File: config.mk
export PLATFORM = sky130hd
export DESIGN_NAME = mpadder_sequencer_flat
export DESIGN_NICKNAME = d
export VERILOG_FILES = /design/src/rtl/mpadder_sequencer_if.sv /design/src/rtl/mpadder_sequencer.sv /design/src/flat_wrapper.sv
export SDC_FILE = /design/constraint.sdc
export NUM_CORES = 1
export LEC_CHECK = 0
export ABC_CLOCK_PERIOD_IN_PS = 4300
export BUFFER_PORTS_ARGS = -buffer_cell sky130_fd_sc_hd__buf_2
export CAP_MARGIN = 20
export CORE_MARGIN = 4
export CORE_UTILIZATION = 50
export DETAILED_ROUTE_END_ITERATION = 6
export GPL_ROUTABILITY_DRIVEN = 0
export PLACE_DENSITY = 0.81
export SETUP_SLACK_MARGIN = 0.4
export SLEW_MARGIN = 30
export SYNTH_ARGS = -nofsm -noshare
export SYNTH_HDL_FRONTEND = slang
export SYNTH_SLANG_ARGS = --single-unit
File: constraint.sdc
create_clock -name clk -period 4.3 [get_ports clk]
set_input_delay 0.645 -clock clk [delete_from_list [all_inputs] [get_ports clk]]
set_output_delay 0.645 -clock clk [all_outputs]
set_load 0.01 [all_outputs]
File: src/rtl/mpadder_sequencer_if.sv
// Handshake and control bundle between the Montgomery controller, the
// mpadder_sequencer and the carry-save multi-precision adder.
interface mpadder_sequencer_if;
   logic       start;
   logic [1:0] op;
   logic       reduce_only;
   logic       sub_finished;
   logic       c_zero;
   logic       ready;
   logic       enable_c;
   logic       shift;
   logic       subtract;
   logic [3:0] seg_sel;
   logic       done;
   logic       error;
   logic       shift_bit;
   logic [2:0] passes;

   // Controller / adder side: issues commands, reports adder flags
   modport master (
      output start, op, reduce_only, sub_finished, c_zero,
      input  ready, enable_c, shift, subtract, seg_sel, done, error,
             shift_bit, passes
   );

   // Sequencer side
   modport slave (
      input  start, op, reduce_only, sub_finished, c_zero,
      output ready, enable_c, shift, subtract, seg_sel, done, error,
             shift_bit, passes
   );
endinterface

File: src/rtl/mpadder_sequencer.sv
// Control FSM for the 514-bit carry-save multi-precision adder.
// Runs one command at a time (accumulate, shift, resolve, reduce,
// resolve-then-reduce) and walks the adder's segment select. Every output
// is a register loaded from the next-state values, so no input reaches an
// output combinationally.
module mpadder_sequencer #(
   parameter int         NUM_SEGS   = 5,
   parameter logic [3:0] SEG_IDLE   = 4'b1000,
   parameter int         MAX_PASSES = 4
) (
   input  logic                 clk,
   input  logic                 reset,
   mpadder_sequencer_if.slave   bus
);

   localparam logic [3:0] LAST_SEG   = 4'(NUM_SEGS - 1);
   localparam logic [2:0] PASS_LIMIT = 3'(MAX_PASSES);

   typedef enum logic [2:0] {
      IDLE = 3'd0,
      ACC  = 3'd1,
      SHF  = 3'd2,
      RES  = 3'd3,
      SUB  = 3'd4,
      WB   = 3'd5,
      DONE = 3'd6
   } state_t;

   state_t     state_reg,     state_next;
   logic [3:0] seg_reg,       seg_next;
   logic [2:0] passes_reg,    passes_next;
   logic       reduce_reg,    reduce_next;
   logic       shift_bit_reg, shift_bit_next;
   logic       error_set;

   logic       ready_reg,     ready_next;
   logic       enable_c_reg,  enable_c_next;
   logic       shift_reg,     shift_next;
   logic       subtract_reg,  subtract_next;
   logic [3:0] seg_sel_reg,   seg_sel_next;
   logic       done_reg,      done_next;
   logic       error_reg,     error_next;

   // State, counters and registered outputs; reset aborts any command
   always_ff @(posedge clk or posedge reset) begin
      if (reset) begin
         state_reg     <= IDLE;
         seg_reg       <= 4'd0;
         passes_reg    <= 3'd0;
         reduce_reg    <= 1'b0;
         shift_bit_reg <= 1'b0;
         ready_reg     <= 1'b1;
         enable_c_reg  <= 1'b0;
         shift_reg     <= 1'b0;
         subtract_reg  <= 1'b0;
         seg_sel_reg   <= SEG_IDLE;
         done_reg      <= 1'b0;
         error_reg     <= 1'b0;
      end else begin
         state_reg     <= state_next;
         seg_reg       <= seg_next;
         passes_reg    <= passes_next;
         reduce_reg    <= reduce_next;
         shift_bit_reg <= shift_bit_next;
         ready_reg     <= ready_next;
         enable_c_reg  <= enable_c_next;
         shift_reg     <= shift_next;
         subtract_reg  <= subtract_next;
         seg_sel_reg   <= seg_sel_next;
         done_reg      <= done_next;
         error_reg     <= error_next;
      end
   end

   // Next-state, segment counter and pass counter
   always_comb begin
      state_next     = state_reg;
      seg_next       = seg_reg;
      passes_next    = passes_reg;
      reduce_next    = reduce_reg;
      shift_bit_next = shift_bit_reg;
      error_set      = 1'b0;
      case (state_reg)
         IDLE: begin
            if (bus.start) begin
               seg_next = 4'd0;
               case (bus.op)
                  2'b00: state_next = ACC;
                  2'b01: state_next = SHF;
                  2'b10: begin
                     state_next  = RES;
                     reduce_next = 1'b0;
                  end
                  default: begin
                     reduce_next = 1'b1;
                     if (bus.reduce_only) begin
                        state_next  = SUB;
                        passes_next = 3'd0;
                     end else begin
                        state_next  = RES;
                     end
                  end
               endcase
            end
         end
         ACC: state_next = DONE;
         SHF: begin
            shift_bit_next = bus.c_zero;
            state_next     = DONE;
         end
         RES: begin
            if (seg_reg == LAST_SEG) begin
               seg_next = 4'd0;
               if (reduce_reg) begin
                  state_next  = SUB;
                  passes_next = 3'd0;
               end else begin
                  state_next  = DONE;
               end
            end else begin
               seg_next = seg_reg + 4'd1;
            end
         end
         SUB: begin
            if (seg_reg == LAST_SEG) begin
               // sub_finished is only meaningful on the last segment
               passes_next = passes_reg + 3'd1;
               seg_next    = 4'd0;
               if (bus.sub_finished) begin
                  state_next = DONE;
               end else if (passes_next == PASS_LIMIT) begin
                  state_next = DONE;
                  error_set  = 1'b1;
               end else begin
                  state_next = WB;
               end
            end else begin
               seg_next = seg_reg + 4'd1;
            end
         end
         WB: begin
            state_next = SUB;
            seg_next   = 4'd0;
         end
         DONE:    state_next = IDLE;
         default: state_next = IDLE;
      endcase
   end

   // Output decode from the next state, loaded into the output registers
   always_comb begin
      ready_next    = (state_next == IDLE);
      enable_c_next = (state_next == ACC);
      shift_next    = (state_next == SHF);
      subtract_next = (state_next == SUB) || (state_next == WB);
      seg_sel_next  = ((state_next == RES) || (state_next == SUB)) ? seg_next : SEG_IDLE;
      done_next     = (state_next == DONE);
      error_next    = error_set;
   end

   assign bus.ready     = ready_reg;
   assign bus.enable_c  = enable_c_reg;
   assign bus.shift     = shift_reg;
   assign bus.subtract  = subtract_reg;
   assign bus.seg_sel   = seg_sel_reg;
   assign bus.done      = done_reg;
   assign bus.error     = error_reg;
   assign bus.shift_bit = shift_bit_reg;
   assign bus.passes    = passes_reg;

endmodule

File: src/flat_wrapper.sv
// flat-port wrapper written by rule: the top's interface ports become plain ports
module mpadder_sequencer_flat 
#(
   parameter int         NUM_SEGS   = 5,
   parameter logic [3:0] SEG_IDLE   = 4'b1000,
   parameter int         MAX_PASSES = 4
)
  (clk, reset, bus_start, bus_op, bus_reduce_only, bus_sub_finished, bus_c_zero, bus_ready, bus_enable_c, bus_shift, bus_subtract, bus_seg_sel, bus_done, bus_error, bus_shift_bit, bus_passes);
  mpadder_sequencer_if bus_i ();
  input  logic clk;
  input  logic reset;
  input wire logic [$bits(bus_i.start)-1:0] bus_start;
  input wire logic [$bits(bus_i.op)-1:0] bus_op;
  input wire logic [$bits(bus_i.reduce_only)-1:0] bus_reduce_only;
  input wire logic [$bits(bus_i.sub_finished)-1:0] bus_sub_finished;
  input wire logic [$bits(bus_i.c_zero)-1:0] bus_c_zero;
  output wire logic [$bits(bus_i.ready)-1:0] bus_ready;
  output wire logic [$bits(bus_i.enable_c)-1:0] bus_enable_c;
  output wire logic [$bits(bus_i.shift)-1:0] bus_shift;
  output wire logic [$bits(bus_i.subtract)-1:0] bus_subtract;
  output wire logic [$bits(bus_i.seg_sel)-1:0] bus_seg_sel;
  output wire logic [$bits(bus_i.done)-1:0] bus_done;
  output wire logic [$bits(bus_i.error)-1:0] bus_error;
  output wire logic [$bits(bus_i.shift_bit)-1:0] bus_shift_bit;
  output wire logic [$bits(bus_i.passes)-1:0] bus_passes;
  assign bus_i.start = bus_start;
  assign bus_i.op = bus_op;
  assign bus_i.reduce_only = bus_reduce_only;
  assign bus_i.sub_finished = bus_sub_finished;
  assign bus_i.c_zero = bus_c_zero;
  assign bus_ready = bus_i.ready;
  assign bus_enable_c = bus_i.enable_c;
  assign bus_shift = bus_i.shift;
  assign bus_subtract = bus_i.subtract;
  assign bus_seg_sel = bus_i.seg_sel;
  assign bus_done = bus_i.done;
  assign bus_error = bus_i.error;
  assign bus_shift_bit = bus_i.shift_bit;
  assign bus_passes = bus_i.passes;
  mpadder_sequencer #(.NUM_SEGS(NUM_SEGS), .SEG_IDLE(SEG_IDLE), .MAX_PASSES(MAX_PASSES)) u_core (.clk(clk), .reset(reset), .bus(bus_i));
endmodule
==> results of run 1 <==
## final cells by class
cell class,instances,area (sq um)
multi-input cells,90,616
flip-flops and latches,22,553
clock inverters,1,30.0
inverters,8,30.0
well taps,28,35.0
fillers,198,885
repair buffers,21,105
clock buffers,3,22.5
## placed cells by master, fill, tap and decap left out, drive strengths merged, types with 2 or more instances in the layout
master	n
mux2	2
a21oi	3
buf	21
nor2	16
inv	8
o21ai	11
dfrtp	20
dfstp	2
nand3	6
and3b	2
a31oi	2
a21o	2
nand2	11
nand2b	2
o31ai	2
nor3b	3
clkbuf	3
nor3	5
ha	8
## path summary, 6_finish.rpt
path	startpoint	end	slack, ps	cells after the start
worst max register to register	u_core.state_reg[2]$_DFF_PP0_	u_core.bus.done$_DFF_PP0_	2490	4
worst max-delay path	u_core.state_reg[2]$_DFF_PP0_	u_core.bus.done$_DFF_PP0_	2490	4
worst min-delay path	reset	u_core.seg_reg[3]$_DFF_PP0_	470	2
min in group clk	bus_sub_finished	u_core.bus.error$_DFF_PP0_	500	2
worst min register to register	u_core.bus.shift_bit$_DFFE_PP0P_	u_core.bus.shift_bit$_DFFE_PP0P_	520	1
max in group asynchronous	reset	u_core.seg_reg[1]$_DFF_PP0_	3320	2
## worst max-delay path, delay by kind of cell (launching register included)
family | cells | cell delay [ps]
AOI/OAI and AO/OA | 1 | 260
and+or+nand+nor | 3 | 870
DFF | 1 | 580
## layer usage
layer  part of all wire (%)  routed length (um)  track usage, %
met4                   0.38                   9            5.96
met2                     54                1290            28.1
met3                    5.5                 132            2.04
met5                      0                   0               0
met1                     40                 965            19.7
## power groups by stage
| stage | sequential, mW | clock (mW) | combinational [mW] |
|---|---|---|---|
| 2_1_floorplan | 0.338 | 0 | 0.265 |
| 3_3_place_gp | 0.341 | 0 | 0.341 |
| 3_5_place_dp | 0.345 | 0 | 0.352 |
| 4_1_cts | 0.341 | 0.163 | 0.356 |
| 5_1_grt | 0.356 | 0.170 | 0.397 |
| 6_report | 0.341 | 0.156 | 0.354 |
## cells in the mapped netlist, types with 2 or more instances
master	number
dfrtp_1	20
nor2_1	15
nand2_1	11
ha_1	8
inv_1	7
o21ai_1	7
nand3_1	5
nor3_1	4
a21oi_1	3
o21ai_0	3
a21o_1	2
a31oi_1	2
buf_4	2
dfstp_2	2
mux2_2	2
nand2b_1	2
nor3b_2	2
o31ai_1	2
## through the flow
stage	total power [mW]	util (%)	instances	hold WS (ps)
2_1_floorplan	0.603	-	123	486
3_3_place_gp	0.682	58.8	169	488
3_5_place_dp	0.697	58.8	169	497
4_1_cts	0.860	61.1	173	488
5_1_grt	0.923	61.1	173	485
6_report	0.851	61.1	173	470
## kinds of logic after synthesis
| kind of cell | count (synthesis) | synth area share (%) |
|---|---|---|
| simple gates | 50 | 22.1 |
| compound gates | 29 | 17.7 |
| flops | 22 | 45.4 |
| buf+inv | 11 | 4.11 |
| fa+ha+maj | 8 | 8.21 |
| mux | 2 | 1.85 |
| xor+xnor | 1 | 0.719 |
==> impl_metrics.py, run 1 <==
metrics = {
    "setup_path": {
        "critical_path.max_stage_delay_ps": 580,
        "crit_chain": "nor3b_2 -> nand2_1 -> o21ai_1 -> nor3b_2",
        "crit_fanout": 11,
        "worstPathArrival_ps": 2020,
        "crit_top_cell": "nor3b_2",
        "worstSetupPathType": "reg2reg",
        "startpoint_type": "register",
        "cp.required_ps": 4500,
        "cp_slowest_cell": "dfrtp_1",
        "worst_setup_path_end_kind": "register",
    },
    "power": {
        "comb_power_share_pct": 41.6,
        "switching_share_pct": 38.5,
        "power_switching_uw": 328,
        "p_clk_share_pct": 18.4,
        "p_leak_nw": 0.725,
        "internal-power_uw": 523,
        "ir_worst_vdd_mv": 0.407,
        "p_seq_share_pct": 40.0,
        "p_per_area_mw_per_mm2": 612,
    },
    "job": {
        "maxCapViolations": 0,
    },
    "drt": {
        "detail-route-antenna-nets": 0,
        "drt-pass1-iter-count": 4,
        "finalWirelength_um": 2400,
        "drc": 0,
        "drt-vias-per-instance": 5.68,
        "drt-initial-drc-count": 11,
        "avgRoutedWirePerCell_um": 13.8,
        "vias": 983,
    },
    "global_route": {
        "grt_max_degree": 23,
        "grt_pass1_wl_um": 4180,
        "overflow": 0,
        "track_usage_pct": 16.0,
        "grt_pass1_vias": 999,
        "antenna_found_initial": 0,
    },
    "sta": {
        "rsz0062_at_grt": "false",
        "fin_ws_ps": 2490,
        "fmax_mhz": 551,
        "hold_viol": 0,
        "fin_crit_ps": 1810,
        "worstMarginPinSlew_ps": 817,
        "setup_viol": 0,
        "maxSlewViolCount": 0,
        "fin_crit_sh_pct": 42.2,
        "fin_worst_skew_ps": 7.12,
        "relSlewSlack_pct": 45.5,
        "fin_tns_setup_ps": 0,
    },
    "logic_synthesis": {
        "synthesis.area_sq_mm": 0.00122,
        "syn-num-nets": 139,
        "ys_warn_count": 0,
        "yosysSeqAreaShare_pct": 45.4,
        "syn_area_per_cell_sq_um": 9.91,
        "synthCells": 123,
        "yosys_register_bits": 22,
        "synth_area_leaders": "dfrtp_1 (41%), ha_1 (8.2%), nor2_1 (4.6%)",
        "netlist.top_cell.by_area": "dfrtp_1",
        "synth_cell_types": 42,
        "synth_edf_count": 0,
        "async_flop_share_pct": 100,
        "synth_ff_type": "dfrtp_1",
        "synth_top_area_share_pct": 41.1,
    },
    "clocking": {
        "cts_root_buf": "clkbuf_4",
        "cts_buffer_depth": 2,
        "cts_setup_buffers": 0,
        "cts-buffers-inserted": 3,
        "cts_tree": "done",
        "holdBufCountCts": 0,
        "insertion_delay_ps": 300,
        "clk_pin_slew_ps": 120,
        "cts_sinks": 22,
        "h-tree-depth": 1,
        "cts_resized": 0,
    },
    "layout": {
        "diodes": 0,
        "fin_nets": 162,
        "finalInstanceArea_sq_mm": 0.00139,
        "drive_above_1_share_pct": 28.3,
        "area_delta_synth_final_pct": 14.2,
    },
    "floorplan": {
        "coreArea_sq_mm": 0.00228,
        "die_y_um": 57.4,
        "die_x_um": 57.4,
        "start_util_pct": 53.5,
        "die-area_sq_mm": 0.00329,
        "ioPinCount": 22,
        "placementRows": 17,
    },
    "placement": {
        "dp_slack_ps": 2390,
        "dp_hpwl_um": 1800,
        "port_buffers": 21,
        "place_area_sq_mm": 0.00134,
    },
    "hold_path": {
        "hold_path.class": "in2async",
    },
    "outcome": {
        "status": "finished, final reports clean",
    },
}
Power figures use the tool's default switching activity.
==> run 2, diff against run 1 <==
ABC_CLOCK_PERIOD_IN_PS = 1700   (was 4300)
clock period = 1.7 ns   (was 4.3 ns; I/O delays follow)
==> run 2 against run 1 <==
Compared with the run above: design area is 20% higher; largest power group unchanged; critical path type unchanged; clock skew is 4.1 ps lower; die area stayed put; sequential power is 150% higher.
==> impl_metrics.py, run 2 (same netlist as run 1, synthesis figures left out) <==
metrics = {
    "layout": {
        "area_delta_synth_final_pct": 36.9,
        "fin_util_pct": 73.3,
        "finalInstanceArea_sq_mm": 0.00167,
        "layout_common_cells": "buf_4 (23), buf_2 (22), dfrtp_1 (18), nor2_1 (12), nand2_1 (11)",
        "diodes": 0,
        "drive_above_1_share_pct": 47.4,
        "final_common_cell": "buf_4",
        "fillers": 157,
        "fin_nets": 188,
    },
    "power": {
        "power_switching_mw": 1.09,
        "p_seq_share_pct": 31.6,
        "p_per_area_mw_per_mm2": 1600,
        "p_clk_share_pct": 10.9,
        "p_leak_nw": 0.863,
        "internal-power_mw": 1.58,
        "ir_worst_vdd_mv": 1.31,
        "switching_share_pct": 40.9,
        "comb_power_share_pct": 57.5,
    },
    "setup_path": {
        "worst-r2r-cell-count": 7,
        "r2r_start": "u_core.seg_reg[1]$_DFF_PP0_",
        "cp.required_ps": 1920,
        "worst_setup_path_end_kind": "register",
        "startpoint_type": "register",
        "worstPathArrival_ps": 1820,
        "r2r_end": "u_core.bus.seg_sel[1]$_DFF_PP0_",
        "r2r_slack_ps": 90,
        "crit_fanout": 6,
        "worstSetupPathType": "reg2reg",
    },
    "drt": {
        "drt-pass1-iter-count": 4,
        "avgRoutedWirePerCell_um": 17.1,
        "drt-vias-per-instance": 5.78,
        "vias": 1150,
        "finalWirelength_um": 3410,
        "dr.max_layer_used": "met4",
        "drt-initial-drc-count": 42,
        "dr_wl_met2_um": 1780,
        "drc": 0,
        "met1_length_um": 1320,
        "detail-route-antenna-nets": 0,
        "route.met3.wl_um": 207,
    },
    "placement": {
        "port_buffers": 21,
        "dp_hpwl_um": 1990,
        "place_area_sq_mm": 0.00140,
    },
    "floorplan": {
        "coreArea_sq_mm": 0.00228,
        "die-area_sq_mm": 0.00329,
        "start_util_pct": 53.5,
        "die_x_um": 57.4,
        "die_y_um": 57.4,
        "placementRows": 17,
        "ioPinCount": 22,
    },
    "global_route": {
        "antenna_found_initial": 0,
        "grt_pass1_wl_um": 5310,
        "overflow": 0,
        "grt_pass1_vias": 1174,
        "track_usage_pct": 20.5,
        "grt_max_degree": 13,
    },
    "hold_path": {
        "hold_path.class": "in2reg",
        "hold_path_depth": 2,
        "min_from": "bus_sub_finished",
        "holdPathEnd": "u_core.bus.error$_DFF_PP0_",
    },
    "sta": {
        "setup_viol": 0,
        "fin_worst_skew_ps": 3.05,
        "fin_crit_ps": 1610,
        "maxSlewViolCount": 0,
        "hold_viol": 0,
        "relSlewSlack_pct": 67.8,
        "rsz0062_at_grt": "true",
        "worstMarginPinSlew_ps": 479,
        "fin_crit_sh_pct": 94.6,
        "fmax_mhz": 622,
        "fin_hold_ws_ps": 107,
    },
    "job": {
        "maxCapViolations": 0,
    },
    "clocking": {
        "cts-buffers-inserted": 3,
        "insertion_delay_ps": 320,
        "h-tree-depth": 1,
        "cts_sinks": 22,
        "cts_root_buf": "clkbuf_4",
        "clk_pin_slew_ps": 120,
        "cts_buffer_depth": 2,
        "cts_tree": "done",
    },
    "outcome": {
        "status": "finished, final reports clean",
    },
}
## run 2: changes by cell type in the layout (fill, tap and decap cells not counted), moves of 2 or more
cell,delta
o21ai_1,+2
nor2_2,+2
nor2_1,-3
inv_2,+2
buf_4,+23
ha_1,-2
dfrtp_1,-2
o21ai_0,-3
inv_1,-2
dfrtp_2,+2
## run 2: what timing repair did
| item | in CTS | in global routing |
|---|---|---|
| buffers inserted | 13 | 6 |
| endpoints found under the setup margin | 22 | 21 |
| hold endpoints to repair | 9 | 0 |
| resized for setup | 15 | 6 |
| hold buffers | 1 | 0 |
| pin swaps | 3 | 2 |
| gates cloned | 1 | 0 |
## run 2: worst max-delay path by stage
stage,from,to,slack [ps],depth (start not counted)
2_1_floorplan,u_core.seg_reg[1]$_DFF_PP0_,u_core.bus.seg_sel[1]$_DFF_PP0_,200,7
3_3_place_gp,u_core.state_reg[1]$_DFF_PP0_,u_core.bus.seg_sel[1]$_DFF_PP0_,110,5
3_5_place_dp,u_core.seg_reg[1]$_DFF_PP0_,u_core.bus.seg_sel[1]$_DFF_PP0_,80,7
4_1_cts,u_core.seg_reg[1]$_DFF_PP0_,u_core.bus.seg_sel[1]$_DFF_PP0_,150,7
5_1_grt,u_core.seg_reg[1]$_DFF_PP0_,u_core.bus.passes[2]$_DFFE_PP0P_,-30,7
6_report,u_core.seg_reg[1]$_DFF_PP0_,u_core.bus.seg_sel[1]$_DFF_PP0_,90,7
## run 2: final cells by class
| type | count | area, sq um | share of cell area [%] |
|---|---|---|---|
| Clock buffer | 4 | 36.3 | 2.18 |
| Inverter | 8 | 30.0 | 1.80 |
| Multi-Input combinational cell | 90 | 707 | 42.4 |
| Sequential cell | 22 | 556 | 33.3 |
| Tap cell | 28 | 35.0 | 2.10 |
| Timing Repair Buffer | 47 | 304 | 18.2 |
## run 2: through the flow
| step | cells | power (mW) | worst slack, ps | TNS (ps) |
|---|---|---|---|---|
| 2_1_floorplan | 123 | 1.55 | 198 | 0 |
| 3_3_place_gp | 174 | 1.83 | 112 | 0 |
| 3_5_place_dp | 174 | 1.87 | 75.5 | 0 |
| 4_1_cts | 193 | 2.43 | 153 | 0 |
| 5_1_grt | 199 | 2.82 | -28.7 | -31.4 |
| 6_report | 199 | 2.67 | 91.1 | 0 |
## run 2: critical path, cell delays in order, from the launching register on
cell and delay (ps):
dfrtp_1 420, inv_2 90, ha_4 140, nand3b_4 120, nor2_4 140, o32ai_4 120, a31o_4 250, o211a_1 220
## run 2: power by group through the flow
stage | combinational [mW] | sequential [mW] | clock (mW)
finish | 1.54 | 0.845 | 0.291
global route | 1.65 | 0.868 | 0.310
CTS | 1.31 | 0.829 | 0.290
detailed placement | 1.02 | 0.851 | 0
global placement | 0.988 | 0.841 | 0
floorplan | 0.691 | 0.859 | 0
## run 2: routing by layer
layer  global-route usage (%)  vias up
met5                        0        -
li1                         -      529
met2                     36.5       56
met4                     10.3        0
met3                     3.85       13
met1                     23.2      552
==> run 3, diff against run 2 <==
--- a/config.mk
+++ b/config.mk
@@ -10,2 +10,3 @@
 export CAP_MARGIN = 20
+export CORE_ASPECT_RATIO = 0.7
 export CORE_MARGIN = 4
--- a/constraint.sdc
+++ b/constraint.sdc
@@ -3,2 +3,2 @@
 set_output_delay 0.255 -clock clk [all_outputs]
-set_load 0.01 [all_outputs]
+set_load 0.005 [all_outputs]
==> run 3 against run 2 <==
Compared with the run above: worst setup slack worse by 33 ps; first-iteration DRC count is 24% higher; critical endpoint unchanged; die area grew 0.38%; via count shrank 0.70%; global-route usage up 1.0 points; routed wire length rose by 2.6%; highest routed layer unchanged; cell count is 0.50% lower; utilization is 4.8 points higher; flip-flop and latch count stayed put; design area is 4.1% higher; total power rose by 4.2%; register-to-register slack got worse by 30 ps.
==> impl_metrics.py, run 3 (same netlist as run 1, synthesis figures left out) <==
metrics = {
    "outcome": {
        "status": "finished, final reports clean",
    },
    "power": {
        "power_switching_mw": 1.11,
        "p_per_area_mw_per_mm2": 1600,
        "ir_worst_vdd_mv": 0.949,
        "internal-power_mw": 1.67,
        "p_clk_share_pct": 15.1,
        "p_leak_nw": 0.866,
        "comb_power_share_pct": 54.8,
        "p_seq_share_pct": 30.2,
        "switching_share_pct": 40.0,
    },
    "sta": {
        "worstMarginPinSlew_ps": 511,
        "fin_crit_ps": 1640,
        "hold_viol": 0,
        "maxSlewViolCount": 0,
        "setup_viol": 0,
        "fin_crit_sh_pct": 96.6,
        "rsz0062_at_grt": "true",
        "fin_worst_skew_ps": 3.41,
        "fmax_mhz": 609,
        "fin_ws_ps": 57.9,
        "relSlewSlack_pct": 65.9,
    },
    "drt": {
        "finalWirelength_um": 3490,
        "drt-pass1-iter-count": 4,
        "drt-initial-drc-count": 52,
        "vias": 1142,
        "avgRoutedWirePerCell_um": 17.6,
        "drc": 0,
        "detail-route-antenna-nets": 0,
        "drt-vias-per-instance": 5.77,
    },
    "floorplan": {
        "die_x_um": 67.0,
        "start_util_pct": 54.8,
        "die_y_um": 49.3,
        "coreArea_sq_mm": 0.00222,
        "ioPinCount": 22,
        "placementRows": 14,
        "die-area_sq_mm": 0.00330,
    },
    "placement": {
        "dp_hpwl_um": 2070,
        "dp_slack_ps": 42.1,
        "placed_cells": 178,
        "port_buffers": 21,
    },
    "setup_path": {
        "crit_chain": "ha_2 -> xor2_1 -> nand2_1 -> nand2b_1 -> a31o_4 -> o211a_1",
        "worst_setup_path_end_kind": "register",
        "worstPathArrival_ps": 1870,
        "critical_path.max_stage_delay_ps": 460,
        "path_buf_inv": 0,
        "crit_fanout": 6,
        "startpoint_type": "register",
        "r2r_slack_ps": 60,
        "cp_slowest_cell": "dfrtp_1",
        "worstSetupPathType": "reg2reg",
        "critPathTopFamily": "compound AO/OA/AOI/OAI gates",
        "cp.required_ps": 1930,
    },
    "clocking": {
        "cts_sinks": 22,
        "cts_buffer_depth": 2,
        "insertion_delay_ps": 330,
        "clk_pin_slew_ps": 130,
        "cts_root_buf": "clkbuf_4",
        "cts_tree": "done",
        "h-tree-depth": 1,
        "cts-buffers-inserted": 3,
    },
    "layout": {
        "drive_above_1_share_pct": 52.4,
        "diodes": 0,
        "area_delta_synth_final_pct": 42.5,
        "fin_nets": 183,
        "layout_common_cells": "buf_2 (21), dfrtp_1 (18), buf_4 (16), nor2_1 (11)",
        "layoutNonFillerInstCount": 198,
        "final_common_cell": "buf_2",
    },
    "global_route": {
        "overflow": 0,
        "grt_max_degree": 15,
        "grt_pass1_vias": 1092,
        "antenna_found_initial": 0,
        "track_usage_pct": 21.5,
        "grt_pass1_wl_um": 5300,
    },
    "job": {
        "maxCapViolations": 0,
    },
    "hold_path": {
        "hold_path.class": "in2reg",
    },
}
==> run 3: cell types whose count changed in the layout (fill, tap and decap cells not counted), sizes merged <==
cell and change:
clkbuf -1, bufinv +1, buf -5
==> run 3: path summary, 6_finish.rpt <==
check / startpoint / end / cells past startpoint
worst max-delay path: u_core.bus.passes[0]$_DFFE_PP0P_ / u_core.bus.seg_sel[1]$_DFF_PP0_ / 6
worst min-delay path: bus_sub_finished / u_core.bus.error$_DFF_PP0_ / 2
worst max register to register: u_core.bus.passes[0]$_DFFE_PP0P_ / u_core.bus.seg_sel[1]$_DFF_PP0_ / 6
worst min register to register: u_core.bus.shift_bit$_DFFE_PP0P_ / u_core.bus.shift_bit$_DFFE_PP0P_ / 1
max in group asynchronous: reset / u_core.state_reg[0]$_DFF_PP0_ / 4
min in group asynchronous: reset / u_core.seg_reg[0]$_DFF_PP0_ / 3
==> run 3: worst register-to-register path, stage by stage, from the launching register on <==
cell	delay, ps
dfrtp_1	460
ha_2	220
xor2_1	140
nand2_1	110
nand2b_1	120
a31o_4	270
o211a_1	220
==> run 3: per-layer routing <==
metal | part of all wire (%) | routed length, um | vias to the layer above | track usage [%]
met5 | 0 | 0 | - | 0
met4 | 2.5 | 89 | 0 | 8.42
met3 | 8.9 | 312 | 12 | 5.99
met2 | 47 | 1660 | 59 | 34.6
met1 | 41 | 1430 | 550 | 27.1
li1 | - | - | 521 | -
==> run 3: power by group through the flow <==
stage | Sequential [mW] | Clock [mW] | Combinational, mW
after floorplan | 0.820 | 0 | 0.691
after detailed placement | 0.840 | 0 | 0.998
final | 0.841 | 0.420 | 1.53
after CTS | 0.824 | 0.414 | 1.30
after global placement | 0.831 | 0 | 0.959
after global routing | 0.859 | 0.437 | 1.64
==> run 3: stage by stage <==
step | util [%] | TNS [ps] | hold slack [ps] | power [mW] | instance area (sq um)
floorplan | - | 0 | 243 | 1.51 | 1240
global placement | 63.0 | 0 | 305 | 1.79 | 1400
detailed placement | 63.0 | 0 | 316 | 1.84 | 1400
CTS | 74.0 | 0 | 79.3 | 2.53 | 1650
global route | 78.1 | -12.8 | 100 | 2.93 | 1740
finish | 78.1 | 0 | 88.5 | 2.79 | 1740
==> run 3: area by class of cell <==
cell class / count / area, sq um
inverter: 8 / 32.5
clock buffer: 3 / 22.5
timing repair buffer: 42 / 289
multi-input combinational: 90 / 767
sequential: 22 / 556
clock inverter: 1 / 30.0
tap: 32 / 40.0
fill: 133 / 488
==> run 3: timing repair <==
item                                    CTS  global route
endpoints found under the hold margin    11             0
pin swaps                                 6             4
hold buffers                              1             0
endpoints found under the setup margin   22            21
resized for setup                        25            15
setup buffers                            10             5
